`src/rtl/n64adv2_ctrl_pkg.sv`:
```
`default_nettype none
// ============================================================================
// Module      : n64adv2_ctrl_pkg
// Description : Shared joybus constants, channel FSM states and a helper
//               that maps a console command to its response length.
// Revision    : 1.0 - initial multi-port release
// ============================================================================
package n64adv2_ctrl_pkg;

  localparam logic [7:0]  CMD_INFO          = 8'h00;
  localparam logic [7:0]  CMD_POLL          = 8'h01;
  localparam logic [7:0]  CMD_RESET         = 8'hFF;
  localparam logic [5:0]  LEN_INFO          = 6'd24;
  localparam logic [5:0]  LEN_POLL          = 6'd32;
  localparam logic [15:0] IGR_COMBO_DEFAULT = 16'h3030;

  typedef enum logic [1:0] {
    CH_IDLE = 2'd0,
    CH_CMD  = 2'd1,
    CH_RESP = 2'd2
  } chan_state_t;

  // Response length for a console command; zero means "not a command we follow".
  function automatic logic [5:0] cmd_resp_len(input logic [7:0] cmd);
    logic [5:0] len;
    len = 6'd0;
    if (cmd == CMD_POLL) len = LEN_POLL;
    else if (cmd == CMD_INFO || cmd == CMD_RESET) len = LEN_INFO;
    return len;
  endfunction

endpackage
`default_nettype wire

```
`src/rtl/n64_ctrl_chan_rx.sv`:
```
`default_nettype none
// ============================================================================
// Module      : n64_ctrl_chan_rx
// Description : One joybus sniffer channel: line conditioning, pulse-width
//               bit decode, command/response FSM, captured frames, frame
//               error counter and IGR hold counter.
// Revision    : 1.0 - initial multi-port release
// ============================================================================
module n64_ctrl_chan_rx
  import n64adv2_ctrl_pkg::*;
#(
  parameter int          CNT_W     = 8,
  parameter logic [15:0] IGR_COMBO = IGR_COMBO_DEFAULT,
  parameter int          IGR_HOLD  = 4
) (
  input  logic        clk,
  input  logic        rst,
  input  logic        line,
  input  logic        use_igr,
  output logic        poll_commit,
  output logic [31:0] ctrl_data,
  output logic [23:0] info_data,
  output logic        detected,
  output logic [7:0]  frame_err,
  output logic        igr_hit
);

  localparam logic [3:0] HOLD_MAX = 4'(IGR_HOLD);

  logic [2:0]       hist;
  logic [CNT_W-1:0] cnt;
  logic [CNT_W-1:0] low_cnt;
  logic             neg_edge;
  logic             pos_edge;
  logic             cnt_sat;
  logic             bit_val;

  chan_state_t      state;
  chan_state_t      state_nxt;
  logic [31:0]      sr;
  logic [5:0]       bit_cnt;
  logic [5:0]       resp_len;
  logic [5:0]       len_dec;
  logic             is_poll;
  logic             started;
  logic [3:0]       hold;
  logic [3:0]       hold_base;

  logic             start_frame;
  logic             shift_en;
  logic             cmd_done;
  logic             resp_mark;
  logic             commit;
  logic             err_inc;
  logic             lost;

  assign neg_edge  = hist[2] & ~hist[1];
  assign pos_edge  = ~hist[2] & hist[1];
  assign cnt_sat   = &cnt;
  assign bit_val   = (low_cnt < cnt);
  assign len_dec   = cmd_resp_len({sr[6:0], bit_val});
  assign igr_hit   = use_igr && (hold == HOLD_MAX);
  assign hold_base = igr_hit ? 4'd0 : hold;
  assign poll_commit = commit & is_poll;

  // Line history and edge-to-edge timing; the low phase length is latched on the rising edge.
  always_ff @(posedge clk or posedge rst) begin
    if (rst) begin
      hist    <= 3'b111;
      cnt     <= '0;
      low_cnt <= '0;
    end else begin
      hist <= {hist[1:0], line};
      if (neg_edge || pos_edge) cnt <= '0;
      else if (!cnt_sat)        cnt <= cnt + CNT_W'(1);
      if (pos_edge) low_cnt <= cnt;
    end
  end

  // Channel state register.
  always_ff @(posedge clk or posedge rst) begin
    if (rst) state <= CH_IDLE;
    else     state <= state_nxt;
  end

  // Next state and datapath strobes; every bit cell is decoded on the falling edge that ends it.
  always_comb begin
    state_nxt   = state;
    start_frame = 1'b0;
    shift_en    = 1'b0;
    cmd_done    = 1'b0;
    resp_mark   = 1'b0;
    commit      = 1'b0;
    err_inc     = 1'b0;
    lost        = 1'b0;
    case (state)
      CH_IDLE: begin
        if (neg_edge && cnt_sat) begin
          state_nxt   = CH_CMD;
          start_frame = 1'b1;
        end
      end
      CH_CMD: begin
        if (neg_edge) begin
          shift_en = 1'b1;
          if (bit_cnt == 6'd7) begin
            // This edge also starts the console stop bit.
            cmd_done  = 1'b1;
            state_nxt = (len_dec != 6'd0) ? CH_RESP : CH_IDLE;
          end
        end else if (cnt_sat) begin
          state_nxt = CH_IDLE;
        end
      end
      CH_RESP: begin
        if (neg_edge) begin
          if (!started) begin
            // Ends the console stop bit and opens the first response cell.
            resp_mark = 1'b1;
          end else if (bit_cnt != resp_len) begin
            shift_en = 1'b1;
          end else begin
            state_nxt = CH_IDLE;
            if (bit_val) commit  = 1'b1;
            else         err_inc = 1'b1;
          end
        end else if (cnt_sat) begin
          state_nxt = CH_IDLE;
          if (bit_cnt != 6'd0)     err_inc = 1'b1;
          if (!started && is_poll) lost    = 1'b1;
        end
      end
      default: state_nxt = CH_IDLE;
    endcase
  end

  // Shift register, bit counter and command bookkeeping.
  always_ff @(posedge clk or posedge rst) begin
    if (rst) begin
      sr       <= '0;
      bit_cnt  <= '0;
      resp_len <= '0;
      is_poll  <= 1'b0;
      started  <= 1'b0;
    end else begin
      if (start_frame || cmd_done) begin
        sr      <= '0;
        bit_cnt <= '0;
        started <= 1'b0;
      end else if (shift_en) begin
        sr      <= {sr[30:0], bit_val};
        bit_cnt <= bit_cnt + 6'd1;
      end
      if (cmd_done) begin
        resp_len <= len_dec;
        is_poll  <= ({sr[6:0], bit_val} == CMD_POLL);
      end
      if (resp_mark) started <= 1'b1;
    end
  end

  // Committed frames, presence, saturating error count and IGR hold counter.
  always_ff @(posedge clk or posedge rst) begin
    if (rst) begin
      ctrl_data <= '0;
      info_data <= '0;
      detected  <= 1'b0;
      frame_err <= '0;
      hold      <= '0;
    end else begin
      if (commit) begin
        if (is_poll) ctrl_data <= sr;
        else         info_data <= sr[23:0];
      end
      if (commit)    detected <= 1'b1;
      else if (lost) detected <= 1'b0;
      if (err_inc && frame_err != 8'hFF) frame_err <= frame_err + 8'd1;
      if (poll_commit) begin
        if (sr[15:0] == IGR_COMBO)
          hold <= (hold_base == HOLD_MAX) ? HOLD_MAX : hold_base + 4'd1;
        else
          hold <= 4'd0;
      end else if (igr_hit) begin
        hold <= 4'd0;
      end
    end
  end

endmodule
`default_nettype wire

```
`src/rtl/n64_ctrl_sniffer_mc.sv`:
```
`default_nettype none
// ============================================================================
// Module      : n64_ctrl_sniffer_mc
// Description : Multi-port passive joybus sniffer. One receive channel per
//               port, acknowledge synchronisers, new-data handshake and the
//               combined in-game-reset request.
// Revision    : 1.0 - initial multi-port release
// ============================================================================
module n64_ctrl_sniffer_mc
  import n64adv2_ctrl_pkg::*;
#(
  parameter int          NUM_PORTS = 1,
  parameter int          CNT_W     = 8,
  parameter logic [15:0] IGR_COMBO = IGR_COMBO_DEFAULT,
  parameter int          IGR_HOLD  = 4
) (
  input  logic                   CTRL_CLK,
  input  logic                   CTRL_RST,
  input  logic [NUM_PORTS-1:0]   CTRL_i,
  input  logic                   use_igr_i,
  input  logic [NUM_PORTS-1:0]   tack_i,
  output logic [32*NUM_PORTS-1:0] ctrl_data_o,
  output logic [24*NUM_PORTS-1:0] info_data_o,
  output logic [NUM_PORTS-1:0]   new_data_o,
  output logic [NUM_PORTS-1:0]   ctrl_detected_o,
  output logic [8*NUM_PORTS-1:0] frame_err_o,
  output logic                   igr_rst_o
);

  logic [NUM_PORTS-1:0] poll_commit;
  logic [NUM_PORTS-1:0] igr_hit;
  logic [NUM_PORTS-1:0] tack_s1;
  logic [NUM_PORTS-1:0] tack_s2;
  logic [NUM_PORTS-1:0] tack_s3;
  logic [NUM_PORTS-1:0] ack;

  assign ack = tack_s2 ^ tack_s3;

  for (genvar p = 0; p < NUM_PORTS; p++) begin : g_port
    n64_ctrl_chan_rx #(
      .CNT_W     (CNT_W),
      .IGR_COMBO (IGR_COMBO),
      .IGR_HOLD  (IGR_HOLD)
    ) u_chan (
      .clk         (CTRL_CLK),
      .rst         (CTRL_RST),
      .line        (CTRL_i[p]),
      .use_igr     (use_igr_i),
      .poll_commit (poll_commit[p]),
      .ctrl_data   (ctrl_data_o[32*p +: 32]),
      .info_data   (info_data_o[24*p +: 24]),
      .detected    (ctrl_detected_o[p]),
      .frame_err   (frame_err_o[8*p +: 8]),
      .igr_hit     (igr_hit[p])
    );
  end

  // Bring the CPU acknowledge toggles into this domain; the third stage exposes the change.
  always_ff @(posedge CTRL_CLK or posedge CTRL_RST) begin
    if (CTRL_RST) begin
      tack_s1 <= '0;
      tack_s2 <= '0;
      tack_s3 <= '0;
    end else begin
      tack_s1 <= tack_i;
      tack_s2 <= tack_s1;
      tack_s3 <= tack_s2;
    end
  end

  // New-data level per port: a poll commit sets it and outranks a simultaneous acknowledge.
  always_ff @(posedge CTRL_CLK or posedge CTRL_RST) begin
    if (CTRL_RST) new_data_o <= '0;
    else          new_data_o <= (new_data_o & ~ack) | poll_commit;
  end

  // One-cycle IGR request whenever any port's hold counter completes.
  always_ff @(posedge CTRL_CLK or posedge CTRL_RST) begin
    if (CTRL_RST) igr_rst_o <= 1'b0;
    else          igr_rst_o <= |igr_hit;
  end

endmodule
`default_nettype wire

```
`config.mk`:
```
export PLATFORM = sky130hd
export DESIGN_NAME = n64_ctrl_sniffer_mc
export DESIGN_NICKNAME = d
export VERILOG_FILES = /design/src/rtl/n64adv2_ctrl_pkg.sv /design/src/rtl/n64_ctrl_chan_rx.sv /design/src/rtl/n64_ctrl_sniffer_mc.sv
export SDC_FILE = /design/constraint.sdc
export NUM_CORES = 1
export LEC_CHECK = 0
export BUFFER_PORTS_ARGS = -buffer_cell sky130_fd_sc_hd__buf_2
export CAP_MARGIN = 20
export CELL_PAD_IN_SITES_DETAIL_PLACEMENT = 2
export CELL_PAD_IN_SITES_GLOBAL_PLACEMENT = 2
export CORE_MARGIN = 3
export CORE_UTILIZATION = 40
export DETAILED_ROUTE_END_ITERATION = 6
export PLACE_DENSITY = 0.9
export SYNTH_ARGS = -nofsm -noshare
export SYNTH_HDL_FRONTEND = slang
export SYNTH_SLANG_ARGS = --single-unit
```
`constraint.sdc`:
```
create_clock -name CTRL_CLK -period 9.35 [get_ports CTRL_CLK]
set_input_delay 1.87 -clock CTRL_CLK [delete_from_list [all_inputs] [get_ports CTRL_CLK]]
set_output_delay 1.87 -clock CTRL_CLK [all_outputs]
set_load 0.01 [all_outputs]
```
==> out/metrics.cfg <==
[synth]
synth_area_um2 = 5960
syn-num-nets = 616
yosys_warnings = 0
async_reset_ff_share_pct = 100
synth_cells = 592
synth_top_area_share_pct = 55.9
yosysTopAreaCell = dfrtp_1
ys_ff_latch = 136
synthFlopType = dfrtp_1
yosysUniqueCellTypes = 52
ys_seq_area_share_pct = 57.2
synth_edf_count = 0
synthTopCellsByArea = dfrtp_1 (56%), nand2_1 (12%), ha_1 (4.0%)
avgSynthCellArea_um2 = 10.1

[job]
drv_cap = 0

[route]
vias = 4727
routed_wl_um = 18900
wl_per_cell_um = 22.1
antenna_left = 0
drt_iter0_markers = 155
firstDrtPassIters = 4
viasPerCell = 5.54
drcViolationCount = 0

[critical_path]
r2r_setup_slack_ns = 6.36
path_class = reg -> reg
max_stage_delay_ns = 0.43
critPathBufInv = 2
cp-start-kind = register
critPathCaptureType = register
rr_startpoint = g_port[0].u_chan.cnt[2]
worstPathArrival_ns = 3.30
cp_top_family = compound AO/OA/AOI/OAI gates
r2r_end = g_port[0].u_chan.info_data[2]
path_max_fanout = 20
critPathSlowestCell = dfrtp_1
crit_chain = inv_1 -> ha_1 -> a211o_1 -> a31oi_2 -> o221a_2 -> nand2_1 -> nor2_2 -> buf_4 -> mux2_1
startpoint = g_port[0].u_chan.cnt[2]
worstPathRequired_ns = 9.65
ff2ff_path_depth = 9

[worst_hold_path]
whs_endpoint = tack_s2
min-delay-start = tack_s1
whs_path_depth = 0
hp-class = reg -> reg

[place]
post-place-cells = 825
gp_congestion = 0.790
placed_cell_area_um2 = 6480
io_buffers = 71
dp_hpwl_um = 12200

[global_route]
grt_pass1_wl_um = 30500
grt_overflow_total = 0
grt_pass1_vias = 5517
grt_max_degree = 74
antenna_found_initial = 0
grt_usage_pct = 24.4

[die]
initial_core_util_pct = 41.9
fp.dieH_um = 128
core_um2 = 14200
die_w_um = 128
boundaryPins = 72
placement_rows = 43
dieArea_um2 = 16400

[status]
status = complete, no violations

[clock_network]
clk_pin_slew_ns = 0.06
cts.htree.levels = 4
clockRootBuffer = clkbuf_16
cts_tree = done
clkLatencyLatePin_ns = 0.43
clk_path_buf_depth = 2
cts_setup_buffers = 0
clkSinkCount = 136
cts_hold_buf = 0
cts_buffers = 17
cts_resized = 0

[layout]
drive_gt1_share_pct = 19.1
final_common_cell = nand2_1
layout.nets = 689
final_area_um2 = 7060
final_cell_mix = nand2_1 (189), dfrtp_1 (133), buf_2 (71)
areaGrowthSynthToFinish_pct = 18.5
instances_no_fill = 854
antenna_cells = 0

[power]
total_power_mw = 1.31
vdd_drop_max_uv = 129
powerDensity_nw_per_um2 = 185
p_leak_nw = 3.69

[timing]
setup_viol = 0
fin_crit_ns = 2.99
min_period_over_period_pct = 32.0
max_freq_mhz = 334
final_max_slew_viol_count = 0
fin_tns_setup_ns = 0
worstMarginPinSlew_ns = 0.943
max_slew_margin_pct = 37.1
rsz0062_at_grt = no
skew_ns = 0.0121
fin_hold_ws_ns = 0.354
hold_viol = 0

[cell usage after synthesis (all sizes together), types with 2 or more instances]
| library cell | number |
|---|---|
| nand2 | 190 |
| dfrtp | 133 |
| a21oi | 40 |
| mux2 | 34 |
| inv | 21 |
| nor2 | 21 |
| ha | 19 |
| nand3 | 15 |
| buf | 14 |
| nor3 | 14 |
| o21ai | 12 |
| clkbuf | 10 |
| xor2 | 8 |
| xnor2 | 7 |
| and2 | 5 |
| and3 | 5 |
| nand4 | 5 |
| a31oi | 4 |
| a22oi | 3 |
| dfstp | 3 |
| o31ai | 3 |
| and4 | 2 |
| nor2b | 2 |
| o211a | 2 |
| o211ai | 2 |
| or3 | 2 |
| or4 | 2 |
[cells by family (layout without fill, tap and decap cells)]
logic type | Yosys count | after routing | synth area share, %
xor+xnor | 15 | 15 | 2.21
fa+ha+maj | 19 | 19 | 3.99
simple gates | 266 | 266 | 18.9
flops | 136 | 136 | 57.2
compound gates | 76 | 76 | 7.96
buf+inv | 45 | 127 | 3.13
mux | 35 | 35 | 6.60
[worst max path at each step]
| stage | endpoint | slack [ns] | cells past startpoint |
|---|---|---|---|
| after floorplan | g_port[0].u_chan.bit_cnt[0] | 3.85 | 1 |
| after global placement | igr_rst_o | 5.97 | 3 |
| after detailed placement | igr_rst_o | 5.91 | 3 |
| after CTS | g_port[0].u_chan.info_data[9] | 6.35 | 9 |
| after global routing | g_port[0].u_chan.cnt[5] | 6.18 | 3 |
| final | g_port[0].u_chan.info_data[2] | 6.36 | 9 |
[through the flow]
step                utilization (%)  worst slack, ns
floorplan                         -             3.85
global placement               45.6             5.97
detailed placement             45.6             5.91
CTS                            49.5             6.35
global route                   49.7             6.18
finish                         49.7             6.36
[where the power goes]
| part | switching (mW) | internal, mW | leakage [nW] | total, mW |
|---|---|---|---|---|
| Clock | 0.245 | 0.406 | 0.272 | 0.651 |
| Sequential | 0.00592 | 0.596 | 1.87 | 0.602 |
| Combinational | 0.0352 | 0.0191 | 1.55 | 0.0542 |
[metal layers]
metal | track usage, % | routed length [um]
met5 | 0 | 0
met3 | 5.33 | 631
met2 | 43.1 | 10200
met1 | 28.8 | 7550
met4 | 9.68 | 428
[final cells by class]
| class | count | area, um2 |
|---|---|---|
| clock buffer | 24 | 482 |
| clock inverter | 4 | 70.1 |
| fill | 1488 | 7140 |
| inverter | 21 | 83.8 |
| multi-input combinational | 411 | 2370 |
| sequential | 136 | 3410 |
| tap | 180 | 225 |
| timing repair buffer | 78 | 428 |
[sequential cells by signal, summed over array words and instances (netlist names), 2 cells and up]
signal                   count
g_port.u_chan.ctrl_data     32
g_port.u_chan.bit_cnt        6
g_port.u_chan.sr            32
g_port.u_chan.cnt            8
g_port.u_chan.hist           3
g_port.u_chan.hold           4
g_port.u_chan.low_cnt        8
g_port.u_chan.info_data     24
g_port.u_chan.resp_len       2
g_port.u_chan.frame_err      8
g_port.u_chan.state          2
No activity file was read; power rests on OpenSTA's default activity.
